## src/rtl/uart_pkg.sv

```systemverilog
// uart_pkg
// Shared types and constants for the UART transmit arbiter slice.
//   tx_state_t   : arbiter FSM states (IDLE, ISSUE, WAIT_BUSY, WAIT_DONE)
//   BYTE_W       : width of one UART payload byte
//   BUSY_TIMEOUT : cycles allowed for the transmitter to raise busy after a write
package uart_pkg;

  typedef enum logic [1:0] {
    IDLE,
    ISSUE,
    WAIT_BUSY,
    WAIT_DONE
  } tx_state_t;

  localparam int BYTE_W       = 8;
  localparam int BUSY_TIMEOUT = 3;

endpackage

```

## src/rtl/uart_tx_arbiter_rr.sv

```systemverilog
// rr_arbiter
// Combinational round-robin picker. Searches req upward starting at ptr,
// wrapping from N_REQ-1 back to 0, and returns the first requester found.
// Ports:
//   req     in  N_REQ  request vector
//   ptr     in  IDX_W  position with highest priority this cycle
//   gnt     out N_REQ  one-hot grant (all zero when nothing requests)
//   gnt_idx out IDX_W  index of the granted requester
//   any_gnt out 1      at least one request present
module rr_arbiter #(
  parameter int N_REQ = 4,
  parameter int IDX_W = $clog2(N_REQ)
) (
  input  logic [N_REQ-1:0] req,
  input  logic [IDX_W-1:0] ptr,
  output logic [N_REQ-1:0] gnt,
  output logic [IDX_W-1:0] gnt_idx,
  output logic             any_gnt
);

  // Position reached after stepping offs places past base, modulo N_REQ.
  function automatic logic [IDX_W-1:0] rot_idx(input logic [IDX_W-1:0] base,
                                               input int offs);
    int sum;
    sum = int'(base) + offs;
    if (sum >= N_REQ) sum = sum - N_REQ;
    return IDX_W'(sum);
  endfunction

  // Walk from the farthest position back toward ptr so the candidate
  // closest to ptr is the last one written and therefore wins.
  always_comb begin
    gnt     = '0;
    gnt_idx = '0;
    any_gnt = 1'b0;
    for (int k = N_REQ - 1; k >= 0; k--) begin
      if (req[rot_idx(ptr, k)]) begin
        gnt                  = '0;
        gnt[rot_idx(ptr, k)] = 1'b1;
        gnt_idx              = rot_idx(ptr, k);
        any_gnt              = 1'b1;
      end
    end
  end

endmodule

```

## src/rtl/uart_tx_arbiter.sv

```systemverilog
// uart_tx_arbiter
// Shares one UART transmitter among N_REQ byte producers. Picks a winner
// round-robin, latches its byte, pulses the transmitter write strobe for one
// cycle and then follows the transmitter busy flag until the frame is done.
// A write that never produces busy within BUSY_TIMEOUT cycles raises the
// sticky proto_err and the byte is dropped.
// Optional feature macro: UART_TX_ARB_LOCK_EN adds req_last and keeps the
// grant on one requester until it sends a byte marked last.
// Ports:
//   clk, rst   in       clock; synchronous active-high reset
//   req_valid  in N_REQ    byte pending per requester
//   req_data   in 8*N_REQ  byte of requester i in bits [8i+7:8i]
//   req_last   in N_REQ    last byte of a message (UART_TX_ARB_LOCK_EN only)
//   req_ready  out N_REQ   one-cycle accept pulse to the grantee
//   tx_wr_en   out 1       one-cycle write strobe to the transmitter
//   tx_data    out 8       byte to the transmitter, held until next accept
//   tx_busy    in 1        transmitter busy flag
//   grant_idx  out IDX_W   current or last grantee
//   active     out 1       accept until transmitter busy falls
//   proto_err  out 1       sticky: busy never seen after a write
module uart_tx_arbiter
  import uart_pkg::*;
#(
  parameter int N_REQ = 4,
  parameter int IDX_W = $clog2(N_REQ)
) (
  input  logic                    clk,
  input  logic                    rst,
  input  logic [N_REQ-1:0]        req_valid,
  input  logic [BYTE_W*N_REQ-1:0] req_data,
`ifdef UART_TX_ARB_LOCK_EN
  input  logic [N_REQ-1:0]        req_last,
`endif
  output logic [N_REQ-1:0]        req_ready,
  output logic                    tx_wr_en,
  output logic [BYTE_W-1:0]       tx_data,
  input  logic                    tx_busy,
  output logic [IDX_W-1:0]        grant_idx,
  output logic                    active,
  output logic                    proto_err
);

  localparam int CNT_W = $clog2(BUSY_TIMEOUT + 1);

  tx_state_t          state, state_n;
  logic [IDX_W-1:0]   rr_ptr, rr_ptr_n;
  logic [CNT_W-1:0]   wait_cnt, wait_cnt_n;
  logic [N_REQ-1:0]   req_ready_n;
  logic               tx_wr_en_n;
  logic [BYTE_W-1:0]  tx_data_n;
  logic [IDX_W-1:0]   grant_idx_n;
  logic               active_n;
  logic               proto_err_n;

  logic [N_REQ-1:0]   arb_gnt;
  logic [IDX_W-1:0]   arb_idx;
  logic               arb_any;

  logic               sel_valid;
  logic [IDX_W-1:0]   sel_idx;
  logic [N_REQ-1:0]   sel_onehot;

`ifdef UART_TX_ARB_LOCK_EN
  logic               locked, locked_n;
`endif

  rr_arbiter #(
    .N_REQ (N_REQ),
    .IDX_W (IDX_W)
  ) u_rr (
    .req     (req_valid),
    .ptr     (rr_ptr),
    .gnt     (arb_gnt),
    .gnt_idx (arb_idx),
    .any_gnt (arb_any)
  );

  // Candidate for this IDLE cycle. While a multi-byte message is locked the
  // arbiter result is ignored and only the locked requester (held in
  // grant_idx) can win, even if it currently has nothing pending.
  always_comb begin
    sel_valid  = arb_any;
    sel_idx    = arb_idx;
    sel_onehot = arb_gnt;
`ifdef UART_TX_ARB_LOCK_EN
    if (locked) begin
      sel_valid           = req_valid[grant_idx];
      sel_idx             = grant_idx;
      sel_onehot          = '0;
      sel_onehot[grant_idx] = 1'b1;
    end
`endif
  end

  // Next-state and next-output logic. Strobes default low so they last
  // exactly one cycle; everything else holds unless a state changes it.
  always_comb begin
    state_n     = state;
    rr_ptr_n    = rr_ptr;
    wait_cnt_n  = wait_cnt;
    req_ready_n = '0;
    tx_wr_en_n  = 1'b0;
    tx_data_n   = tx_data;
    grant_idx_n = grant_idx;
    active_n    = active;
    proto_err_n = proto_err;
`ifdef UART_TX_ARB_LOCK_EN
    locked_n    = locked;
`endif
    case (state)
      IDLE: begin
        if (sel_valid && !tx_busy) begin
          tx_data_n   = req_data[sel_idx*BYTE_W +: BYTE_W];
          tx_wr_en_n  = 1'b1;
          req_ready_n = sel_onehot;
          grant_idx_n = sel_idx;
          active_n    = 1'b1;
          state_n     = ISSUE;
`ifdef UART_TX_ARB_LOCK_EN
          locked_n    = !req_last[sel_idx];
          if (!locked)
            rr_ptr_n = (sel_idx == IDX_W'(N_REQ - 1)) ? '0 : sel_idx + IDX_W'(1);
`else
          rr_ptr_n = (sel_idx == IDX_W'(N_REQ - 1)) ? '0 : sel_idx + IDX_W'(1);
`endif
        end
      end
      ISSUE: begin
        wait_cnt_n = '0;
        state_n    = WAIT_BUSY;
      end
      WAIT_BUSY: begin
        if (tx_busy) begin
          state_n = WAIT_DONE;
        end else if (wait_cnt == CNT_W'(BUSY_TIMEOUT - 1)) begin
          proto_err_n = 1'b1;
          active_n    = 1'b0;
          state_n     = IDLE;
        end else begin
          wait_cnt_n = wait_cnt + CNT_W'(1);
        end
      end
      WAIT_DONE: begin
        if (!tx_busy) begin
          active_n = 1'b0;
          state_n  = IDLE;
        end
      end
      default: state_n = IDLE;
    endcase
  end

  // State and registered outputs. Reset abandons any byte in flight.
  always_ff @(posedge clk) begin
    if (rst) begin
      state     <= IDLE;
      rr_ptr    <= '0;
      wait_cnt  <= '0;
      req_ready <= '0;
      tx_wr_en  <= 1'b0;
      tx_data   <= '0;
      grant_idx <= '0;
      active    <= 1'b0;
      proto_err <= 1'b0;
`ifdef UART_TX_ARB_LOCK_EN
      locked    <= 1'b0;
`endif
    end else begin
      state     <= state_n;
      rr_ptr    <= rr_ptr_n;
      wait_cnt  <= wait_cnt_n;
      req_ready <= req_ready_n;
      tx_wr_en  <= tx_wr_en_n;
      tx_data   <= tx_data_n;
      grant_idx <= grant_idx_n;
      active    <= active_n;
      proto_err <= proto_err_n;
`ifdef UART_TX_ARB_LOCK_EN
      locked    <= locked_n;
`endif
    end
  end

endmodule

```

## config.mk

```make
export PLATFORM = sky130hd
export DESIGN_NAME = uart_tx_arbiter
export DESIGN_NICKNAME = d
export VERILOG_FILES = /design/src/rtl/uart_pkg.sv /design/src/rtl/uart_tx_arbiter_rr.sv /design/src/rtl/uart_tx_arbiter.sv
export SDC_FILE = /design/constraint.sdc
export NUM_CORES = 1
export LEC_CHECK = 0
export ABC_AREA = 1
export CORE_ASPECT_RATIO = 1.4
export CORE_MARGIN = 2
export CORE_UTILIZATION = 35
export DETAILED_ROUTE_END_ITERATION = 12
export DONT_BUFFER_PORTS = 1
export PLACE_DENSITY = 0.58
export SYNTH_ARGS = -nofsm -noshare
export SYNTH_HDL_FRONTEND = slang
export SYNTH_SLANG_ARGS = --single-unit
```

## constraint.sdc

```tcl
create_clock -name clk -period 5.3 [get_ports clk]
set_input_delay 0.53 -clock clk [delete_from_list [all_inputs] [get_ports clk]]
set_output_delay 0.53 -clock clk [all_outputs]
set_load 0.02 [all_outputs]
```

; ---- After elaboration in Yosys (flattened, before gate mapping)
; Cells that the tools add are included.
[word_totals]
ff_bits = 23
elab_cells = 116
in_bits = 39
output_inout_bits = 17
[op_classes]
n_addsub = 9
shifts = 1
n_reduce_logical = 16
bitwise = 3
muxes = 51
eq_ne = 11
order_cmp = 16
[ops]
columns = op, count
row1 = $mux 2, 19
row2 = $shiftx 32x6->8, 1
row3 = $lt 2x3->1 const B, 8
row4 = $mux 1, 17
row5 = $mux 4, 4
row6 = $ne 2x2->1 const B, 5
row7 = $ge 3x3->1 const B, 3
row8 = $reduce_and 3->1, 3
row9 = $bmux 1 s2, 4
row10 = $demux 1 s2, 4
row11 = $eq 2x2->1 const B, 4
row12 = $ge 2x1->1 const B, 4
row13 = $pmux 2 s4, 1
row14 = $sub 2x1->2 const B, 4
row15 = $add 2x2->3 const B, 2
row16 = $logic_and 1x1->1, 5
row17 = $reduce_and 5->1, 1
row18 = $add 2x1->2 const B, 2
row19 = $pmux 2 s2, 1
row20 = $add 2x1->3 const B, 1
row21 = $ge 2x3->1 const B, 1
row22 = $ne 3x3->1 const B, 1
row23 = $not 1->1, 3
row24 = $pmux 1 s3, 1
row25 = 8 further kinds, 8

; ---- Longest topological paths before layout
; Gate-level depths: netlist of the first run.
[logic_depth]
depth_word = 14
depth_mapped = 17
ltp_nobuf = 15

; ---- Hierarchy
; From an unflattened synthesis of the first run, not the netlist that was laid out.
[hier_totals]
hier_cells = 316
area_unflattened_um2 = 1930.6
[by_module_without_submodules]
columns = mod, instances, cells_per_inst, area_per_inst_um2, seq_area_each_um2
row1 = uart_tx_arbiter, 1, 229, 1415.1, 460.4
row2 = rr_arbiter, 1, 87, 515.5, 0.0

; ---- Worst setup path before layout of the first run
; No wires, ideal clock.
[synth_path]
path_kind = register to register
start = register rr_ptr[1]
end = register rr_ptr[1]
setup_ps = 118
arrival_ps = 1943
n_path_buf = 1
required_ps = 5182
path_stages_with_launch = 15
setup_slack_ps = 3239
period_less_slack_ps = 2061
path_cell_list = dfxtp_1 -> inv_2 -> ha_1 -> inv_1 -> nand3_2 -> nand2_2 -> inv_4 -> nand2_4 -> nand2_2 -> nand2_4 -> nand2_4 -> buf_6 -> nand2_2 -> o21ai_1 -> a21oi_2
[synth_between]
elab_chain_len = 11
elab_cells_between_ends = 36
cone_classes = add/sub (8) / order compare (4) / eq/ne (1) / mux (21) / reduce/logical (2)
[synth_lines]
columns = element, line_no
row1 = "start, declared", uart_tx_arbiter.sv:46  ; logic [IDX_W-1:0] rr_ptr, rr_ptr_n;
row2 = "start signal, assigned", uart_tx_arbiter.sv:170  ; rr_ptr <= rr_ptr_n;
row3 = $add 2x2->3, uart_tx_arbiter_rr.sv:25  ; sum = int'(base) + offs;
row4 = $ge 3x3->1 / $sub 2x1->2 (equally long branches), uart_tx_arbiter_rr.sv:26  ; if (sum >= N_REQ) sum = sum - N_REQ;
row5 = $mux 2, uart_tx_arbiter_rr.sv:26
row6 = $bmux 1 s2, uart_tx_arbiter_rr.sv:37  ; if (req[rot_idx(ptr, k)]) begin
row7 = $mux 1 (implied by the code), uart_tx_arbiter_rr.sv:37
row8 = $mux 2 / $mux 1 (equally long branches) (4 in a row), uart_tx_arbiter_rr.sv:37
row9 = "$add 2x1->2, or another cell as far along", uart_tx_arbiter.sv:124  ; rr_ptr_n = (sel_idx == IDX_W'(N_REQ - 1)) ? '0 : sel_idx + IDX_W'(1);
row10 = $mux 2 / $reduce_and 2->1 (equally long branches), --
; Parallel ways exist; a longest one is shown, timed or not. The select of a mux whose other input is x is not followed.
; A chain may end at the register's enable or synchronous reset.

; ---- Final worst setup path of the first run
[layout_path]
start = register rr_ptr[0]
end = register tx_data[3]
[layout_between]
elab_chain_len = 11
elab_cells_between_ends = 34
cone_classes = add/sub (7) / order compare (4) / shift (1) / mux (20) / reduce/logical (2)
[layout_lines]
columns = element, line_no
row1 = "parallel branches: the longest is 11 deep, another holds $add 2x2->3", --
row2 = "end signal, assigned", uart_tx_arbiter.sv:174  ; tx_data <= tx_data_n;
row3 = "end, declared", uart_tx_arbiter.sv:36  ; output logic [BYTE_W-1:0] tx_data,
; Parallel ways; which one is timed is not known. The select of a mux whose other input is x is not followed.

==> flow_metrics.py, run 1 <==
metrics = {
    "floorplanning": {
        "chipWidth_um": 65.8,
        "num_io_pins": 56,
        "die_h_um": 90.5,
        "start_util_pct": 36.3,
        "placement_rows": 31,
        "die_area_um2": 5950,
        "core-area_um2": 5160,
    },
    "clock_tree": {
        "cts_resized": 0,
        "cts_hold_buffers": 0,
        "clk_root_buffer_cell": "sky130_fd_sc_hd__clkbuf_8",
        "cts_max_path_buffers": 2,
        "post_cts.repair.setup_buffers": 0,
        "cts.sinks": 23,
        "cts_buffers": 3,
        "cts.htree.levels": 1,
        "cts_tree": "yes",
        "clk-insertion-delay-late_ns": 0.26,
        "path_clk_slew_ns": 0.08,
    },
    "timing": {
        "timing.final.setup_violations": 0,
        "finalCriticalPeriod_ns": 2.57,
        "timing.slew.headroom_pct": 62.5,
        "max_clock_freq_mhz": 389,
        "final.period_utilization_pct": 48.5,
        "grt_setup_unrepaired": "no",
        "timing.hold.ws_ns": 0.328,
        "slew_viol_final": 0,
        "final.setup.tns_ns": 0,
        "timing_worst_slew_pin_value_ns": 0.562,
        "timing.clock.skew_ns": 0.00221,
        "number_of_hold_violations_in_the_final_report": 0,
    },
    "route": {
        "antenna_violating_nets_post_route": 0,
        "drt_iter0_markers": 84,
        "dr.pass1.iters": 4,
        "wire_per_inst_um": 12.1,
        "route.detailed.drc": 0,
        "vias": 1609,
        "finalWirelength_um": 4030,
        "vias_per_cell": 4.83,
    },
    "logic_synthesis": {
        "yosys.cell_count.top_type": "sky130_fd_sc_hd__nand2_1",
        "netlist_instances": 271,
        "synth_top_cell_by_area": "sky130_fd_sc_hd__dfxtp_1",
        "synth-edff-count": 0,
        "async_flop_share_pct": 0,
        "yosys_register_bits": 23,
        "synthFlopType": "sky130_fd_sc_hd__dfxtp_1",
        "share_of_the_yosys_chip_area_belonging_to_registers_pct": 24.6,
        "synth.top_cells.by_area": "sky130_fd_sc_hd__dfxtp_1 25%, sky130_fd_sc_hd__nand2_1 11%, sky130_fd_sc_hd__nand3_1 9.9%",
        "syn-mean-instance-area_um2": 6.90,
        "warnings_synthesis": 0,
        "netlist_top_cells_count": "54 x sky130_fd_sc_hd__nand2_1, 49 x sky130_fd_sc_hd__inv_1, 37 x sky130_fd_sc_hd__nand3_1",
        "synthesis.area_um2": 1870,
        "synthDominantCellAreaShare_pct": 24.6,
        "synth.net_count": 324,
        "synthDistinctLibCells": 34,
    },
    "worst_setup_path": {
        "cp.arrival_ns": 2.74,
        "start_kind": "flop",
        "criticalPathCategory": "flop to flop",
        "cp_data_required_time_ns": 5.47,
        "cp-startpoint": "rr_ptr[0]",
        "worstPathMaxFanout": 18,
        "critPathCaptureType": "flop",
        "reg2reg_from": "rr_ptr[0]",
    },
    "global_route": {
        "grt.met1_usage_pct": 18.7,
        "grt_use_total_pct": 14.2,
        "grt_first_pass_wirelength_um": 6840,
        "first_global_vias": 1510,
        "antenna_violations_before_repair": 0,
        "overflow": 0,
        "grt_start_max_net_pins": 21,
        "globalRouteMet3Util_pct": 2.99,
        "gr-usage-met2_pct": 23.1,
        "global_route_layer_with_the_greatest_usage": "met2",
    },
    "final_layout": {
        "fraction_of_layout_instances_using_a_drive_strength_above_1_pct": 14.2,
        "postLayoutCoreUtil_pct": 37.6,
        "insertedDiodeCount": 0,
        "layout-area-overhead-vs-synth_pct": 3.75,
        "num-nets-final": 321,
        "layout.filler_cells": 567,
        "stdcell_area_um2": 1940,
    },
    "placement": {
        "gp_congestion": 0.792,
        "dpl_cell_area_um2": 1900,
        "numPortBuffers": 0,
        "dpl_hpwl_um": 3150,
    },
    "status": {
        "run_status": "complete, no violations",
    },
    "worst_hold_path": {
        "min-delay-start": "rst",
        "hold_path.class": "primary input to flop",
    },
    "pwr": {
        "power_density_nw_per_um2": 689,
        "ir_drop_mv": 0.298,
        "power.static_leakage_nw": 0.962,
    },
    "job": {
        "cap_violations": 0,
    },
}
==> flip-flops by register name (all words and copies together) (netlist names) <==
register	count
active	1
state	2
tx_data	8
tx_wr_en	1
proto_err	1
req_ready	4
grant_idx	2
rr_ptr	2
wait_cnt	2
==> layout by cell type (no fill, tap or decap), types with 2 or more instances in the layout <==
| cell type | synthesis | layout |
|---|---|---|
| sky130_fd_sc_hd__a21oi_1 | 10 | 10 |
| sky130_fd_sc_hd__a22oi_1 | 2 | 2 |
| sky130_fd_sc_hd__a31oi_1 | 4 | 4 |
| sky130_fd_sc_hd__clkbuf_8 | 0 | 3 |
| sky130_fd_sc_hd__dfxtp_1 | 23 | 23 |
| sky130_fd_sc_hd__ha_1 | 14 | 14 |
| sky130_fd_sc_hd__inv_1 | 49 | 49 |
| sky130_fd_sc_hd__inv_2 | 5 | 5 |
| sky130_fd_sc_hd__nand2_1 | 54 | 54 |
| sky130_fd_sc_hd__nand2_2 | 11 | 11 |
| sky130_fd_sc_hd__nand2_4 | 6 | 6 |
| sky130_fd_sc_hd__nand3_1 | 37 | 37 |
| sky130_fd_sc_hd__nand3_2 | 5 | 5 |
| sky130_fd_sc_hd__nand3b_1 | 8 | 8 |
| sky130_fd_sc_hd__nor2_1 | 5 | 5 |
| sky130_fd_sc_hd__nor3_1 | 2 | 2 |
| sky130_fd_sc_hd__o21a_1 | 8 | 8 |
| sky130_fd_sc_hd__o21ai_0 | 3 | 3 |
| sky130_fd_sc_hd__o21ai_1 | 2 | 2 |
| sky130_fd_sc_hd__o22ai_1 | 4 | 4 |
==> kinds of logic after synthesis <==
| family | Yosys count | synth area share [%] |
|---|---|---|
| AO/OA/AOI/OAI | 38 | 13.9 |
| adder cells (fa/ha/maj) | 14 | 9.36 |
| buffers and inverters | 64 | 14.7 |
| flip-flops | 23 | 24.6 |
| AND/OR/NAND/NOR | 132 | 37.4 |
==> critical path, cell delays in order (launching register included) <==
cell and delay, ns:
sky130_fd_sc_hd__dfxtp_1 0.68, sky130_fd_sc_hd__inv_6 0.12, sky130_fd_sc_hd__ha_1 0.39, sky130_fd_sc_hd__inv_1 0.07, sky130_fd_sc_hd__nand3_2 0.09, sky130_fd_sc_hd__nand2_2 0.08, sky130_fd_sc_hd__inv_4 0.11, sky130_fd_sc_hd__nand2_4 0.08
sky130_fd_sc_hd__nand2_2 0.08, sky130_fd_sc_hd__nand2_4 0.14, sky130_fd_sc_hd__nand2_4 0.25, sky130_fd_sc_hd__nand2_1 0.07, sky130_fd_sc_hd__nand3_1 0.12, sky130_fd_sc_hd__nand3_1 0.09, sky130_fd_sc_hd__nand2_1 0.07, sky130_fd_sc_hd__inv_1 0.03
==> worst paths after layout <==
check            endpoint  slack [ns]  depth (start not counted)
max reg2reg    tx_data[3]        2.73                         15
max            tx_data[3]        2.73                         15
min reg2reg   wait_cnt[1]        0.49                          2
min          grant_idx[0]        0.33                          1
==> power breakdown <==
group	internal [W]	switching (W)	total [W]
clock network	0.0000535	0.0000544	0.000108
registers	0.000234	0.000121	0.000355
logic	0.000298	0.000577	0.000874
==> per-layer routing <==
| metal | wire (µm) | part of all wire, % | vias to the layer above |
|---|---|---|---|
| li1 | - | - | 856 |
| met1 | 1750 | 43 | 700 |
| met2 | 2000 | 50 | 51 |
| met3 | 246 | 6.1 | 2 |
| met4 | 28 | 0.69 | 0 |
| met5 | 0 | 0 | - |
==> cell type report <==
cell class / instances / area [µm²] / area share (%)
Clock buffer: 4 / 45.0 / 2.32
Tap cell: 66 / 82.6 / 4.26
Sequential cell: 23 / 460 / 23.7
Inverter: 56 / 218 / 11.2
Multi-Input combinational cell: 184 / 1130 / 58.5
==> metrics by stage <==
step           total power [W]  std cells  worst slack (ns)
3_5_place_dp           0.00124        329              2.75
5_1_grt                0.00148        333              2.51
3_3_place_gp           0.00124        329              2.77
4_1_cts                0.00135        333              2.73
6_report               0.00134        333              2.73
2_1_floorplan          0.00111        271              3.24
(Power assumes the default switching activity.)
==> run 2, diff against run 1 <==
- ABC_AREA: 1 -> 0
- PLACE_DENSITY: 0.58 -> 0.6
- clock period: 5.3 -> 2.25 ns (I/O delays scaled with it)
==> run 2 against run 1 <==
The run now ends with negative setup slack left. Via count increased by 8.9%. Fmax rose by 8.8%. Design area increased by 29%. Clock-buffer cell count down 1. Total power is 96% higher. Sequential cell count is the same. Critical path type unchanged. Largest power group unchanged. Highest routed layer unchanged.
==> flow_metrics.py, run 2 <==
metrics = {
    "timing": {
        "timing_worst_slew_pin_value_ns": 0.496,
        "final.setup.tns_ns": -0.578,
        "number_of_hold_violations_in_the_final_report": 0,
        "finalCriticalPeriod_ns": 2.36,
        "timing.slew.headroom_pct": 66.7,
        "final.period_utilization_pct": 105,
        "post-route-worst-setup-slack_ns": -0.112,
        "grt_setup_unrepaired": "yes",
        "slew_viol_final": 0,
        "max_clock_freq_mhz": 423,
        "timing.clock.skew_ns": 0.0101,
        "timing.final.setup_violations": 9,
    },
    "placement": {
        "gp_congestion": 0.780,
        "dpl_cell_area_um2": 2090,
        "numPortBuffers": 0,
        "dpl_hpwl_um": 3660,
    },
    "logic_synthesis": {
        "synth-adder-area-share_pct": 9.53,
        "synth-edff-count": 0,
        "netlist_instances": 212,
        "synth_top_cell_by_area": "sky130_fd_sc_hd__dfxtp_1",
        "yosys.area_share.xor_xnor_pct": 0,
        "warnings_synthesis": 0,
        "yosys.cell_count.top_type": "sky130_fd_sc_hd__inv_1",
        "synthFlopType": "sky130_fd_sc_hd__dfxtp_1",
        "synth_compound_area_share_pct": 32.9,
        "netlist_top_cells_count": "24 x sky130_fd_sc_hd__inv_1, 23 x sky130_fd_sc_hd__dfxtp_1, 15 x sky130_fd_sc_hd__a211oi_1, 15 x sky130_fd_sc_hd__nand2_1, 14 x sky130_fd_sc_hd__ha_1",
        "share_of_the_yosys_chip_area_belonging_to_registers_pct": 25.1,
        "syn-mean-instance-area_um2": 8.67,
        "synth-simple-area-share_pct": 13.4,
        "synth.net_count": 265,
        "synth.top_cells.by_area": "sky130_fd_sc_hd__dfxtp_1 25%, sky130_fd_sc_hd__ha_1 9.5%, sky130_fd_sc_hd__a211oi_1 6.1%",
        "synthesis.area_um2": 1840,
        "synthDistinctLibCells": 48,
        "synthDominantCellAreaShare_pct": 25.1,
        "post_synth_mux_area_share_pct": 8.65,
        "synth_top_family_by_area": "compound AO/OA/AOI/OAI gates",
        "async_flop_share_pct": 0,
        "yosys_register_bits": 23,
    },
    "final_layout": {
        "top_register": "tx_data",
        "area.sequential_um2": 465,
        "area_of_the_multi_input_gates_um2": 1390,
        "final_cell_mix": "28 x sky130_fd_sc_hd__buf_4, 22 x sky130_fd_sc_hd__inv_1, 21 x sky130_fd_sc_hd__dfxtp_1",
        "stdcell_area_um2": 2510,
        "mostFrequentLayoutCell": "sky130_fd_sc_hd__buf_4",
        "fraction_of_layout_instances_using_a_drive_strength_above_1_pct": 37.2,
        "biggestRegsByFlops": "tx_data: 8 flops, req_ready: 4 flops",
        "layout.filler_cells": 487,
        "largest_register_ffs": 8,
        "layout-area-overhead-vs-synth_pct": 36.4,
        "num-nets-final": 296,
        "insertedDiodeCount": 0,
    },
    "pwr": {
        "power.internal_w": 0.00153,
        "power_density_nw_per_um2": 1040,
        "clock_power_share_pct": 10.0,
        "power.combinational.fraction_pct": 65.5,
        "power.switching_w": 0.00108,
        "ir_drop_mv": 0.541,
        "netSwitchingFraction_pct": 41.4,
        "power.static_leakage_nw": 0.978,
        "sequentialPowerShare_pct": 24.5,
    },
    "global_route": {
        "grt_start_max_net_pins": 17,
        "grt.met1_usage_pct": 21.2,
        "grt_first_pass_wirelength_um": 8670,
        "global_route_layer_with_the_greatest_usage": "met2",
        "globalRouteMet3Util_pct": 2.25,
        "antenna_violations_before_repair": 0,
        "grt_use_total_pct": 18.4,
        "gr-usage-met2_pct": 32.9,
        "overflow": 0,
        "first_global_vias": 1791,
    },
    "floorplanning": {
        "placement_rows": 31,
        "start_util_pct": 35.9,
        "chipWidth_um": 65.2,
        "die_h_um": 89.7,
        "die_area_um2": 5860,
        "num_io_pins": 56,
        "core-area_um2": 5120,
    },
    "route": {
        "drt_iter0_markers": 86,
        "wire_per_inst_um": 17.1,
        "vias_per_cell": 5.69,
        "vias": 1753,
        "dr.pass1.iters": 4,
        "route.detailed.drc": 0,
        "finalWirelength_um": 5260,
        "antenna_violating_nets_post_route": 0,
    },
    "worst_setup_path": {
        "cp.buffers_inverters": 4,
        "critical-path-top-delay-family": "compound AO/OA/AOI/OAI gates",
        "cp.arrival_ns": 2.54,
        "criticalPathCategory": "flop to flop",
        "critPathCaptureType": "flop",
        "cp_cell_sequence": "inv_6 -> ha_4 -> mux4_2 -> a31oi_4 -> buf_6 -> a21o_4 -> buf_4 -> a2111oi_2 -> buf_4 -> o31ai_2",
        "timing.reg2reg.worst_path_depth": 10,
        "worst_path_largest_cell_delay_ns": 0.55,
        "slowest_stage": "sky130_fd_sc_hd__mux4_2",
        "start_kind": "flop",
        "worstPathMaxFanout": 6,
        "worst_path_most_repeated_cell": "sky130_fd_sc_hd__buf_4",
        "cp_data_required_time_ns": 2.43,
        "cp_num_cells": 10,
    },
    "clock_tree": {
        "cts.htree.levels": 1,
        "cts_tree": "yes",
        "path_clk_slew_ns": 0.09,
        "clk_root_buffer_cell": "sky130_fd_sc_hd__clkbuf_8",
        "cts.sinks": 23,
        "cts_buffers": 3,
        "clk-insertion-delay-late_ns": 0.27,
        "cts_max_path_buffers": 2,
    },
    "worst_hold_path": {
        "hold_path.class": "primary input to flop",
        "timing.hold.worst_path_depth": 1,
    },
    "status": {
        "violated_checks": "negative setup slack",
        "run_status": "finished, violations left",
    },
    "job": {
        "cap_violations": 0,
    },
}
-- run 2: cell types whose count changed in the layout (fill, tap and decap cells not counted), sizes merged, moves of 3 or more --
cell     delta
a22o        +4
nand3      -38
nand3b      -7
nand2      -56
a2111oi     +8
o31ai       +8
mux4        +3
mux2i       +8
a211oi     +15
a221oi      +8
buf        +42
inv        -32
o21a        -7
nand2b      +3
-- run 2: repair_timing --
item | CTS | global route
buffers inserted | 13 | 1
gates cloned | 1 | 0
hold buffers | 0 | 1
resized for setup | 35 | 14
setup endpoints to repair | 9 | 15
pin swaps | 13 | 5
hold endpoints to repair | 0 | 1
-- run 2: cell families after synthesis --
kind of cell             count (synthesis)
AO/OA/AOI/OAI                           76
AND/OR/NAND/NOR                         46
buffers and inverters                   41
flip-flops                              23
adder cells (fa/ha/maj)                 14
multiplexers                            12
-- run 2: power by group through the flow --
stage | logic [W] | registers (W) | clock network, W
5_1_grt | 0.00185 | 0.000651 | 0.000290
3_3_place_gp | 0.00122 | 0.000649 | 0
4_1_cts | 0.00163 | 0.000641 | 0.000273
2_1_floorplan | 0.000873 | 0.000633 | 0
6_report | 0.00171 | 0.000640 | 0.000263
3_5_place_dp | 0.00123 | 0.000649 | 0
-- run 2: layout make-up --
cell class	count	area share, %
multi-input cells	148	55.4
flip-flops and latches	23	18.6
repair buffers	43	17.1
inverters	24	3.79
well taps	66	3.29
clock buffers	3	1.65
clock inverters	1	0.200
-- run 2: worst register-to-register path, stage by stage (launching register included) --
cell and delay (ns):
sky130_fd_sc_hd__dfxtp_4 0.39, sky130_fd_sc_hd__inv_6 0.03, sky130_fd_sc_hd__ha_4 0.26, sky130_fd_sc_hd__mux4_2 0.55
sky130_fd_sc_hd__a31oi_4 0.23, sky130_fd_sc_hd__buf_6 0.13, sky130_fd_sc_hd__a21o_4 0.14, sky130_fd_sc_hd__buf_4 0.13
sky130_fd_sc_hd__a2111oi_2 0.06, sky130_fd_sc_hd__buf_4 0.16, sky130_fd_sc_hd__o31ai_2 0.20
-- run 2: path summary, 6_finish.rpt --
check / start / to / slack [ns]
max: rr_ptr[0] / tx_data[3] / -0.11
min: rst / state[0] / 0.02
max reg2reg: rr_ptr[0] / tx_data[3] / -0.11
min reg2reg: wait_cnt[0] / wait_cnt[0] / 0.45
-- run 2: through the flow --
step,hold WS (ns),setup WS [ns],std cells,utilization [%],power [W]
after floorplan,0.424,-0.243,212,-,0.00151
after global placement,0.291,-0.179,290,40.8,0.00187
after detailed placement,0.292,-0.202,290,40.8,0.00187
after CTS,0.00969,-0.0522,307,47.5,0.00255
after global routing,0.000279,-0.201,308,49.0,0.00279
final,0.0187,-0.112,308,49.0,0.00261
-- run 2: routing by layer --
| metal | vias up | wire length (µm) | part of all wire [%] |
|---|---|---|---|
| met1 | 839 | 2040 | 39 |
| li1 | 850 | - | - |
| met2 | 52 | 2850 | 54 |
| met5 | - | 0 | 0 |
| met3 | 12 | 199 | 3.8 |
| met4 | 0 | 167 | 3.2 |
==> run 3, diff against run 2 <==
- HOLD_SLACK_MARGIN: unset -> 0.15
==> run 3 against run 2 <==
The flow still finishes with violations (negative setup slack). Setup slack is essentially flat. First-iteration DRC count is 7.0% higher. Design area unchanged. Clock skew about the same. Total power about the same. Clock-buffer cell count is the same. Critical endpoint unchanged. Largest cell class unchanged. Highest routed layer unchanged.
==> flow_metrics.py, run 3 (synthesized netlist as in run 2, its figures left out) <==
metrics = {
    "status": {
        "run_status": "finished, violations left",
        "violated_checks": "negative setup slack",
    },
    "job": {
        "cap_violations": 0,
    },
    "floorplanning": {
        "chipWidth_um": 65.2,
        "placement_rows": 31,
        "die_h_um": 89.7,
        "num_io_pins": 56,
        "core-area_um2": 5120,
        "start_util_pct": 35.9,
        "die_area_um2": 5860,
    },
    "clock_tree": {
        "cts_buffers": 3,
        "clk_root_buffer_cell": "sky130_fd_sc_hd__clkbuf_8",
        "path_clk_slew_ns": 0.09,
        "cts_tree": "yes",
        "cts_max_path_buffers": 2,
        "clk-insertion-delay-late_ns": 0.27,
        "cts.sinks": 23,
        "cts.htree.levels": 1,
    },
    "worst_hold_path": {
        "hold_path.class": "primary input to flop",
    },
    "final_layout": {
        "largest_register_ffs": 8,
        "num-nets-final": 296,
        "postLayoutCoreUtil_pct": 49.0,
        "top_register": "tx_data",
        "insertedDiodeCount": 0,
        "fraction_of_layout_instances_using_a_drive_strength_above_1_pct": 37.2,
        "biggestRegsByFlops": "tx_data: 8 flops, req_ready: 4 flops",
        "mostFrequentLayoutCell": "sky130_fd_sc_hd__buf_4",
        "layout.filler_cells": 487,
        "fin_cells": 308,
        "layout-area-overhead-vs-synth_pct": 36.4,
        "final_cell_mix": "28 x sky130_fd_sc_hd__buf_4, 22 x sky130_fd_sc_hd__inv_1, 21 x sky130_fd_sc_hd__dfxtp_1",
        "stdcell_area_um2": 2510,
    },
    "route": {
        "route.detailed.drc": 0,
        "finalWirelength_um": 5280,
        "vias": 1767,
        "vias_per_cell": 5.74,
        "drt_iter0_markers": 92,
        "dr.pass1.iters": 4,
        "top_layer_used": "met4",
        "route.met2.wl_um": 2870,
        "met3WireLength_um": 203,
        "antenna_violating_nets_post_route": 0,
        "wire_per_inst_um": 17.1,
        "drt-met1-wl_um": 2040,
    },
    "worst_setup_path": {
        "slowest_stage": "sky130_fd_sc_hd__mux4_2",
        "criticalPathCategory": "flop to flop",
        "cp.arrival_ns": 2.54,
        "critPathCaptureType": "flop",
        "critical-path-top-delay-family": "compound AO/OA/AOI/OAI gates",
        "cp_data_required_time_ns": 2.43,
        "worstPathMaxFanout": 6,
        "worst_path_most_repeated_cell": "sky130_fd_sc_hd__buf_4",
        "start_kind": "flop",
        "worst_path_largest_cell_delay_ns": 0.55,
        "cp_cell_sequence": "inv_6 -> ha_4 -> mux4_2 -> a31oi_4 -> buf_6 -> a21o_4 -> buf_4 -> a2111oi_2 -> buf_4 -> o31ai_2",
        "cp.buffers_inverters": 4,
    },
    "timing": {
        "final.period_utilization_pct": 105,
        "timing.final.setup_violations": 9,
        "finalCriticalPeriod_ns": 2.36,
        "max_clock_freq_mhz": 423,
        "timing.slew.headroom_pct": 66.9,
        "final.setup.tns_ns": -0.575,
        "grt_setup_unrepaired": "yes",
        "timing.clock.skew_ns": 0.0102,
        "number_of_hold_violations_in_the_final_report": 0,
        "post-route-worst-setup-slack_ns": -0.112,
        "timing_worst_slew_pin_value_ns": 0.492,
        "slew_viol_final": 0,
    },
    "global_route": {
        "overflow": 0,
        "grt_start_max_net_pins": 17,
        "grt_use_total_pct": 18.6,
        "grt_first_pass_wirelength_um": 8740,
        "antenna_violations_before_repair": 0,
        "first_global_vias": 1802,
    },
    "placement": {
        "dpl_cell_area_um2": 2090,
        "placed_cells": 290,
        "gp_congestion": 0.780,
        "dpl_hpwl_um": 3660,
        "numPortBuffers": 0,
    },
    "pwr": {
        "power_density_nw_per_um2": 1040,
        "ir_drop_mv": 0.541,
        "power.static_leakage_nw": 0.978,
        "total_power_w": 0.00262,
    },
}
==> run 3: final timing paths <==
check | from | to | slack, ns | cells past startpoint
worst max-delay path | rr_ptr[0] | tx_data[3] | -0.11 | 10
worst min register to register | wait_cnt[0] | wait_cnt[0] | 0.46 | 2
worst min-delay path | tx_busy | wait_cnt[0] | 0.18 | 3
worst max register to register | rr_ptr[0] | tx_data[3] | -0.11 | 10
==> run 3: what timing repair did <==
action                     CTS  global route
gates resized for setup     35            14
gates cloned                 1             0
setup endpoints to repair    9            15
hold buffers                 1             0
setup buffers               13             1
hold endpoints to repair     9             0
pin swaps                   13             5
==> run 3: power breakdown <==
part | total, W | leakage (nW) | internal [W] | switching, W
clock | 0.000261 | 0.0255 | 0.000124 | 0.000138
combinational | 0.00172 | 0.763 | 0.000914 | 0.000802
sequential | 0.000640 | 0.189 | 0.000494 | 0.000146
total | 0.00262 | 0.978 | 0.00153 | 0.00109
==> run 3: worst register-to-register path, cell delays in order (launching register included) <==
cell,delay (ns)
sky130_fd_sc_hd__dfxtp_4,0.39
sky130_fd_sc_hd__inv_6,0.03
sky130_fd_sc_hd__ha_4,0.26
sky130_fd_sc_hd__mux4_2,0.55
sky130_fd_sc_hd__a31oi_4,0.23
sky130_fd_sc_hd__buf_6,0.13
sky130_fd_sc_hd__a21o_4,0.14
sky130_fd_sc_hd__buf_4,0.13
sky130_fd_sc_hd__a2111oi_2,0.06
sky130_fd_sc_hd__buf_4,0.16
sky130_fd_sc_hd__o31ai_2,0.20
==> run 3: routing by layer <==
layer / up-vias / track usage, %
met5: - / 0
li1: 850 / -
met4: 0 / 8.68
met2: 58 / 33.3
met3: 14 / 2.25
met1: 845 / 21.2
==> run 3: final cells by class <==
cell class / count / area, µm² / area share [%]
sequential: 23 / 465 / 18.6
timing repair buffer: 43 / 429 / 17.1
clock inverter: 1 / 5.00 / 0.200
tap: 66 / 82.6 / 3.29
multi-input combinational: 148 / 1390 / 55.4
inverter: 24 / 95.1 / 3.79
clock buffer: 3 / 41.3 / 1.65
==> run 3: through the flow <==
stage | setup WS (ns) | hold slack (ns)
2_1_floorplan | -0.243 | 0.424
3_3_place_gp | -0.179 | 0.291
3_5_place_dp | -0.202 | 0.292
4_1_cts | -0.0522 | 0.161
5_1_grt | -0.201 | 0.195
6_report | -0.112 | 0.178
